===== config.mk =====
export PLATFORM = sky130hd
export DESIGN_NAME = alu_dispatch_flat
export DESIGN_NICKNAME = d
export VERILOG_FILES = /design/src/rtl/alu_dispatch_if.sv /design/src/rtl/alu_dispatch.sv /design/src/flat_wrapper.sv
export SDC_FILE = /design/constraint.sdc
export NUM_CORES = 1
export LEC_CHECK = 0
export BUFFER_PORTS_ARGS = -buffer_cell sky130_fd_sc_hd__buf_2
export CAP_MARGIN = 20
export CORE_MARGIN = 10
export CORE_UTILIZATION = 30
export DETAILED_ROUTE_END_ITERATION = 8
export GPL_TIMING_DRIVEN = 0
export MAX_ROUTING_LAYER = met4
export PLACE_DENSITY = 0.54
export SLEW_MARGIN = 25
export SYNTH_ARGS = -nofsm -noshare
export SYNTH_HDL_FRONTEND = slang
export SYNTH_SLANG_ARGS = --single-unit

===== constraint.sdc =====
create_clock -name clk -period 2.4 [get_ports clk]
set_input_delay 0.24 -clock clk [delete_from_list [all_inputs] [get_ports clk]]
set_output_delay 0.24 -clock clk [all_outputs]
set_load 0.01 [all_outputs]

===== src/rtl/alu_dispatch_if.sv =====
// Bus bundle between the ALU issue unit and its surroundings: upstream
// instruction handshake, ALU operand/result wires and downstream result handshake.
interface alu_dispatch_if;
    logic        in_valid;
    logic        in_ready;
    logic [31:0] instr;
    logic [31:0] rs_val;
    logic [31:0] rt_val;
    logic [31:0] alu_a;
    logic [31:0] alu_b;
    logic [3:0]  alucontrol;
    logic [31:0] alu_c;
    logic        alu_z;
    logic        out_valid;
    logic        out_ready;
    logic [31:0] result;
    logic        zflag;
    logic        branch_taken;
    logic        illegal;

    // Issue unit side: drives the ALU and both ready/valid responses.
    modport master (
        input  in_valid, instr, rs_val, rt_val, alu_c, alu_z, out_ready,
        output in_ready, alu_a, alu_b, alucontrol, out_valid,
        result, zflag, branch_taken, illegal
    );

    // Environment side: upstream source, the ALU itself and downstream sink.
    modport slave (
        output in_valid, instr, rs_val, rt_val, alu_c, alu_z, out_ready,
        input  in_ready, alu_a, alu_b, alucontrol, out_valid,
        result, zflag, branch_taken, illegal
    );
endinterface


===== src/rtl/alu_dispatch.sv =====
// Multi-cycle ALU issue unit: accepts one instruction, decodes it to an ALU
// control code, holds the operands for ALU_LAT cycles, captures the result
// and offers it downstream. One instruction in flight, no pipelining.
module alu_dispatch #(
    parameter int unsigned ALU_LAT = 2
) (
    input  logic          clk,
    input  logic          reset,
    alu_dispatch_if.master bus
);

    localparam int unsigned CNT_W = (ALU_LAT > 1) ? $clog2(ALU_LAT) : 1;
    localparam logic [CNT_W-1:0] CNT_LAST = CNT_W'(ALU_LAT - 1);

    typedef enum logic [1:0] {IDLE, ISSUE, DONE} state_t;

    localparam logic [5:0] OP_RTYPE = 6'h00;
    localparam logic [5:0] OP_BEQ   = 6'h04;
    localparam logic [5:0] OP_ADDI  = 6'h08;
    localparam logic [5:0] OP_LW    = 6'h23;
    localparam logic [5:0] OP_SW    = 6'h2B;

    state_t           state, state_next;
    logic [CNT_W-1:0] cnt;
    logic             beq_q;

    logic [5:0]  opcode;
    logic [5:0]  funct;
    logic [31:0] imm_sext;
    logic        dec_legal;
    logic        dec_beq;
    logic [31:0] dec_b;
    logic [3:0]  dec_code;
    logic        accept;
    logic        last_cycle;

    // rs/rt/rd/shamt fields are irrelevant here; operands arrive pre-read.
    logic unused_instr_bits;
    assign unused_instr_bits = ^bus.instr[25:16];

    assign opcode     = bus.instr[31:26];
    assign funct      = bus.instr[5:0];
    assign imm_sext   = {{16{bus.instr[15]}}, bus.instr[15:0]};
    assign accept     = (state == IDLE) && bus.in_valid;
    assign last_cycle = (state == ISSUE) && (cnt == CNT_LAST);

    // Decode opcode/funct into legality, operand B selection and ALU code.
    always_comb begin
        // NOTE: every output gets a default first so no path leaves it unassigned (no latch).
        dec_legal = 1'b0;
        dec_beq   = 1'b0;
        dec_b     = bus.rt_val;
        dec_code  = 4'b0000;
        case (opcode)
            OP_RTYPE: begin
                dec_legal = 1'b1;
                case (funct)
                    6'h20:   dec_code = 4'b0010;
                    6'h22:   dec_code = 4'b0110;
                    6'h24:   dec_code = 4'b0000;
                    6'h25:   dec_code = 4'b0001;
                    6'h2A:   dec_code = 4'b0111;
                    default: dec_legal = 1'b0;
                endcase
            end
            OP_ADDI, OP_LW, OP_SW: begin
                dec_legal = 1'b1;
                dec_b     = imm_sext;
                dec_code  = 4'b0010;
            end
            OP_BEQ: begin
                dec_legal = 1'b1;
                dec_beq   = 1'b1;
                dec_code  = 4'b0110;
            end
            default: dec_legal = 1'b0;
        endcase
    end

    // State register.
    always_ff @(posedge clk) begin
        // NOTE: sequential state uses non-blocking assignments so all flops update together.
        if (reset) state <= IDLE;
        else       state <= state_next;
    end

    // Next-state logic.
    always_comb begin
        state_next = state;
        case (state)
            IDLE:    if (bus.in_valid) state_next = dec_legal ? ISSUE : DONE;
            ISSUE:   if (cnt == CNT_LAST) state_next = DONE;
            DONE:    if (bus.out_ready) state_next = IDLE;
            default: state_next = IDLE;
        endcase
    end

    // Handshake outputs decoded from the state.
    always_comb begin
        bus.in_ready  = (state == IDLE);
        bus.out_valid = (state == DONE);
    end

    // Operand registers, settle counter and result capture.
    always_ff @(posedge clk) begin
        if (reset) begin
            bus.alu_a        <= '0;
            bus.alu_b        <= '0;
            bus.alucontrol   <= '0;
            bus.result       <= '0;
            bus.zflag        <= 1'b0;
            bus.branch_taken <= 1'b0;
            bus.illegal      <= 1'b0;
            beq_q            <= 1'b0;
            cnt              <= '0;
        end else begin
            if (accept && dec_legal) begin
                bus.alu_a      <= bus.rs_val;
                bus.alu_b      <= dec_b;
                bus.alucontrol <= dec_code;
                beq_q          <= dec_beq;
                cnt            <= '0;
            end
            // Illegal instructions skip the ALU and leave its inputs untouched.
            if (accept && !dec_legal) begin
                bus.result       <= '0;
                bus.zflag        <= 1'b0;
                bus.branch_taken <= 1'b0;
                bus.illegal      <= 1'b1;
            end
            if (state == ISSUE) begin
                cnt <= last_cycle ? '0 : cnt + CNT_W'(1);
            end
            // Branch decision uses the captured result, not the ALU's z flag.
            if (last_cycle) begin
                bus.result       <= bus.alu_c;
                bus.zflag        <= bus.alu_z;
                bus.branch_taken <= beq_q && (bus.alu_c == 32'd0);
                bus.illegal      <= 1'b0;
            end
        end
    end

endmodule

===== src/flat_wrapper.sv =====
// flat-port wrapper written by rule: the top's interface ports become plain ports
module alu_dispatch_flat 
#(
    parameter int unsigned ALU_LAT = 2
)
  (clk, reset, bus_in_valid, bus_instr, bus_rs_val, bus_rt_val, bus_alu_c, bus_alu_z, bus_out_ready, bus_in_ready, bus_alu_a, bus_alu_b, bus_alucontrol, bus_out_valid, bus_result, bus_zflag, bus_branch_taken, bus_illegal);
  alu_dispatch_if bus_i ();
  input  logic clk;
  input  logic reset;
  input wire logic [$bits(bus_i.in_valid)-1:0] bus_in_valid;
  input wire logic [$bits(bus_i.instr)-1:0] bus_instr;
  input wire logic [$bits(bus_i.rs_val)-1:0] bus_rs_val;
  input wire logic [$bits(bus_i.rt_val)-1:0] bus_rt_val;
  input wire logic [$bits(bus_i.alu_c)-1:0] bus_alu_c;
  input wire logic [$bits(bus_i.alu_z)-1:0] bus_alu_z;
  input wire logic [$bits(bus_i.out_ready)-1:0] bus_out_ready;
  output wire logic [$bits(bus_i.in_ready)-1:0] bus_in_ready;
  output wire logic [$bits(bus_i.alu_a)-1:0] bus_alu_a;
  output wire logic [$bits(bus_i.alu_b)-1:0] bus_alu_b;
  output wire logic [$bits(bus_i.alucontrol)-1:0] bus_alucontrol;
  output wire logic [$bits(bus_i.out_valid)-1:0] bus_out_valid;
  output wire logic [$bits(bus_i.result)-1:0] bus_result;
  output wire logic [$bits(bus_i.zflag)-1:0] bus_zflag;
  output wire logic [$bits(bus_i.branch_taken)-1:0] bus_branch_taken;
  output wire logic [$bits(bus_i.illegal)-1:0] bus_illegal;
  assign bus_i.in_valid = bus_in_valid;
  assign bus_i.instr = bus_instr;
  assign bus_i.rs_val = bus_rs_val;
  assign bus_i.rt_val = bus_rt_val;
  assign bus_i.alu_c = bus_alu_c;
  assign bus_i.alu_z = bus_alu_z;
  assign bus_i.out_ready = bus_out_ready;
  assign bus_in_ready = bus_i.in_ready;
  assign bus_alu_a = bus_i.alu_a;
  assign bus_alu_b = bus_i.alu_b;
  assign bus_alucontrol = bus_i.alucontrol;
  assign bus_out_valid = bus_i.out_valid;
  assign bus_result = bus_i.result;
  assign bus_zflag = bus_i.zflag;
  assign bus_branch_taken = bus_i.branch_taken;
  assign bus_illegal = bus_i.illegal;
  alu_dispatch #(.ALU_LAT(ALU_LAT)) u_core (.clk(clk), .reset(reset), .bus(bus_i));
endmodule

==> flow_summary.json <==
{
  "crit_fanout": 10,
  "num_rows": 45,
  "design.core.area_sq_um": 15310,
  "vias": 4652,
  "path_clk_slew_ns": 0.08,
  "tritoncts": "built",
  "whs_path_depth": 2,
  "p_leak_nw": 2.907,
  "drt-wirelength-per-cell_um": 18.53,
  "synth_common_cells": "106 x dfxtp_1, 67 x nand2_1, 50 x mux2i_1",
  "multi_input_area_sq_um": 2365,
  "seqCellArea_sq_um": 2122,
  "syn-cell-area_sq_um": 4730,
  "cts_buffer_depth": 2,
  "routed_wl_um": 17250,
  "synth_cell_types": 46,
  "drv_cap": 0,
  "period_needed_ns": 2.012,
  "ys.flop_type": "dfxtp_1",
  "ys_ff_latch": 106,
  "rsz0062_at_grt": "no",
  "grt_max_degree": 18,
  "synthCells": 479,
  "hold_class": "in2reg",
  "synth.area.top_cells": "dfxtp_1 45%, mux2i_1 11%, a22o_1 6.3%",
  "yosysSeqAreaShare": 0.4487,
  "critPathKind": "reg2reg",
  "async_reset_ff_frac": 0,
  "regToRegEndpoint": "u_core.bus.alu_b[2]$_SDFFE_PP0P_",
  "antenna_left": 0,
  "syn_to_final_growth_pct": 35.79,
  "r2r_start": "u_core.state[1]$_SDFFE_PP0P_",
  "power_mw": 3.791,
  "numCtsBuffers": 9,
  "htreeDepth": 3,
  "cts_sinks": 106,
  "crit_arrival_ns": 2.29,
  "start_util": 0.3088,
  "hold_violations": 0,
  "holdBufCountCts": 0,
  "cp-start-kind": "flop",
  "die_x_um": 145.6,
  "yosysMostFrequentCell": "dfxtp_1",
  "synth_fp_nets": 612,
  "cts_resized": 0,
  "gp_congestion": 0.8186,
  "crit_path_end_kind": "flop",
  "hpwl_um": 13900,
  "cts_root_buf": "clkbuf_16",
  "drt_iter0_drc": 180,
  "required_ns": 2.68,
  "num-nets-final": 848,
  "n_fill_cell": 1570,
  "synth_largest_area_cell": "dfxtp_1",
  "hp-start": "bus_alu_z",
  "r2r_slack_ns": 0.39,
  "pin_count": 238,
  "fmax_mhz": 497.1,
  "synth_edf_count": 0,
  "period_share": 0.8383,
  "clk_latency_ns": 0.35,
  "antenna_found_initial": 1,
  "yosys_warnings": 0,
  "grt_overflow": 0,
  "max-vdd-ir-drop_v": 0.0003415,
  "die_h_um": 145.6,
  "finalMaxSlewViolations": 0,
  "timing_worst_slew_pin_value_ns": 0.5918,
  "viasPerCell": 4.997,
  "p_per_area_nw_per_um2": 590.3,
  "cts_setup_buffers": 0,
  "setup-violations-final": 0,
  "slew_headroom": 0.6054,
  "portBuffers": 225,
  "drc_errors": 0,
  "die-area_sq_um": 21190,
  "holdPathEnd": "u_core.bus.zflag$_SDFFE_PP0P_",
  "fin_tns_setup_ns": 0,
  "drtPass1Iterations": 4,
  "yosysTopAreaCellShare": 0.4487,
  "grt_pass1_wl_um": 27430,
  "drive_gt1_frac": 0.3922,
  "grt_pass1_vias": 4880,
  "reg2regPathDepth": 5,
  "outcome": "finished, final reports clean",
  "clock_skew_ns": 0.008867,
  "syn_avg_cell_area_sq_um": 9.874,
  "grtUsageTotal": 0.1629
}
-- layer usage --
metal | GRT usage | part of all wire | vias to the layer above
met3 | 0.04626 | 0.057 | 16
met1 | 0.2058 | 0.48 | 2186
met5 | - | 0 | -
li1 | - | - | 2273
met2 | 0.2466 | 0.45 | 177
met4 | 0.05005 | 0.014 | 0
-- final cells by class --
class	count	area share
antenna	1	0.0003896
buffer	46	0.03546
clock buffer	10	0.03721
clock inverter	5	0.009546
inverter	4	0.002338
multi-input combinational	323	0.3682
sequential	106	0.3304
tap	211	0.04111
timing repair buffer	225	0.1753
-- through the flow --
step           std cells  setup slack, ns  hold WS, ns    util  area, sq um
2_1_floorplan        479           0.6004       0.3655       -         4730
3_3_place_gp         915           0.1875       0.4369  0.3996         6120
3_5_place_dp         915           0.1403       0.4400  0.3996         6120
4_1_cts              930           0.3320      0.09665  0.4192         6420
5_1_grt              931           0.1708       0.1100  0.4194         6422
6_report             931           0.3881       0.1070  0.4194         6422
-- state kept, by name, summed over array words and instances, names as in the netlist --
register                 cells
u_core.beq_q                 1
u_core.bus.alu_a            32
u_core.bus.alu_b            32
u_core.bus.alucontrol        3
u_core.bus.branch_taken      1
u_core.bus.illegal           1
u_core.bus.result           32
u_core.bus.zflag             1
u_core.cnt                   1
u_core.state                 2
-- critical path, cell delays in order (launching register included) --
cell	delay, ns
dfxtp_1	0.36
nor3b_1	0.19
buf_1	0.44
o211ai_1	0.36
clkbuf_1	0.36
o21ai_1	0.22
-- cell families (layout without fill, tap and decap cells) --
| family | after synthesis | count (layout) | synth area share |
|---|---|---|---|
| AOI/OAI and AO/OA | 133 | 133 | 0.2283 |
| DFF | 106 | 106 | 0.4487 |
| and+or+nand+nor | 138 | 138 | 0.1632 |
| xor gates and xnor gates | 1 | 1 | 0.001852 |
| muxes | 50 | 50 | 0.1058 |
| other | 1 | 2 | 0.0007929 |
| buffers and inverters | 50 | 290 | 0.05132 |
-- worst max path at each step --
stage | endpoint | slack [ns] | cells past startpoint | start
floorplan | u_core.bus.alu_a[10]$_SDFFE_PP0P_ | 0.60 | 6 | bus_instr[28]
global route | u_core.bus.alu_b[1]$_SDFFE_PP0P_ | 0.17 | 5 | u_core.state[1]$_SDFFE_PP0P_
detailed placement | u_core.bus.alu_a[14]$_SDFFE_PP0P_ | 0.14 | 6 | bus_instr[28]
CTS | u_core.bus.alu_b[2]$_SDFFE_PP0P_ | 0.33 | 5 | u_core.state[1]$_SDFFE_PP0P_
finish | u_core.bus.alu_b[2]$_SDFFE_PP0P_ | 0.39 | 5 | u_core.state[1]$_SDFFE_PP0P_
global placement | u_core.bus.alu_a[29]$_SDFFE_PP0P_ | 0.19 | 6 | bus_instr[28]
-- power by group --
part / internal, mW / switching [mW] / leakage [nW]
Clock: 0.843 / 0.702 / 0.150
Combinational: 0.183 / 0.249 / 1.90
Sequential: 1.79 / 0.0232 / 0.856
-- cells in the final DEF (no fill, tap or decap), types with 2 or more instances in the layout --
cell type and instances:
or4_1 2, buf_4 5, nor2_1 4, buf_1 3, nor4_1 7, nor4bb_1 2, a22o_1 34, nand4_1 4
clkbuf_16 9, clkbuf_1 29, a21o_1 2, buf_2 230, nand3_1 5, mux2i_1 50, nand2b_1 3, buf_6 4
a21oi_2 10, o21ai_2 10, nor2b_1 2, dfxtp_1 106, a211o_1 2, inv_6 3, a41oi_1 32, nor3b_1 34
a21oi_1 9, inv_1 4, nor3_1 2, nand2_1 67, o21ai_1 23
No activity file was read; power rests on OpenSTA's default activity.
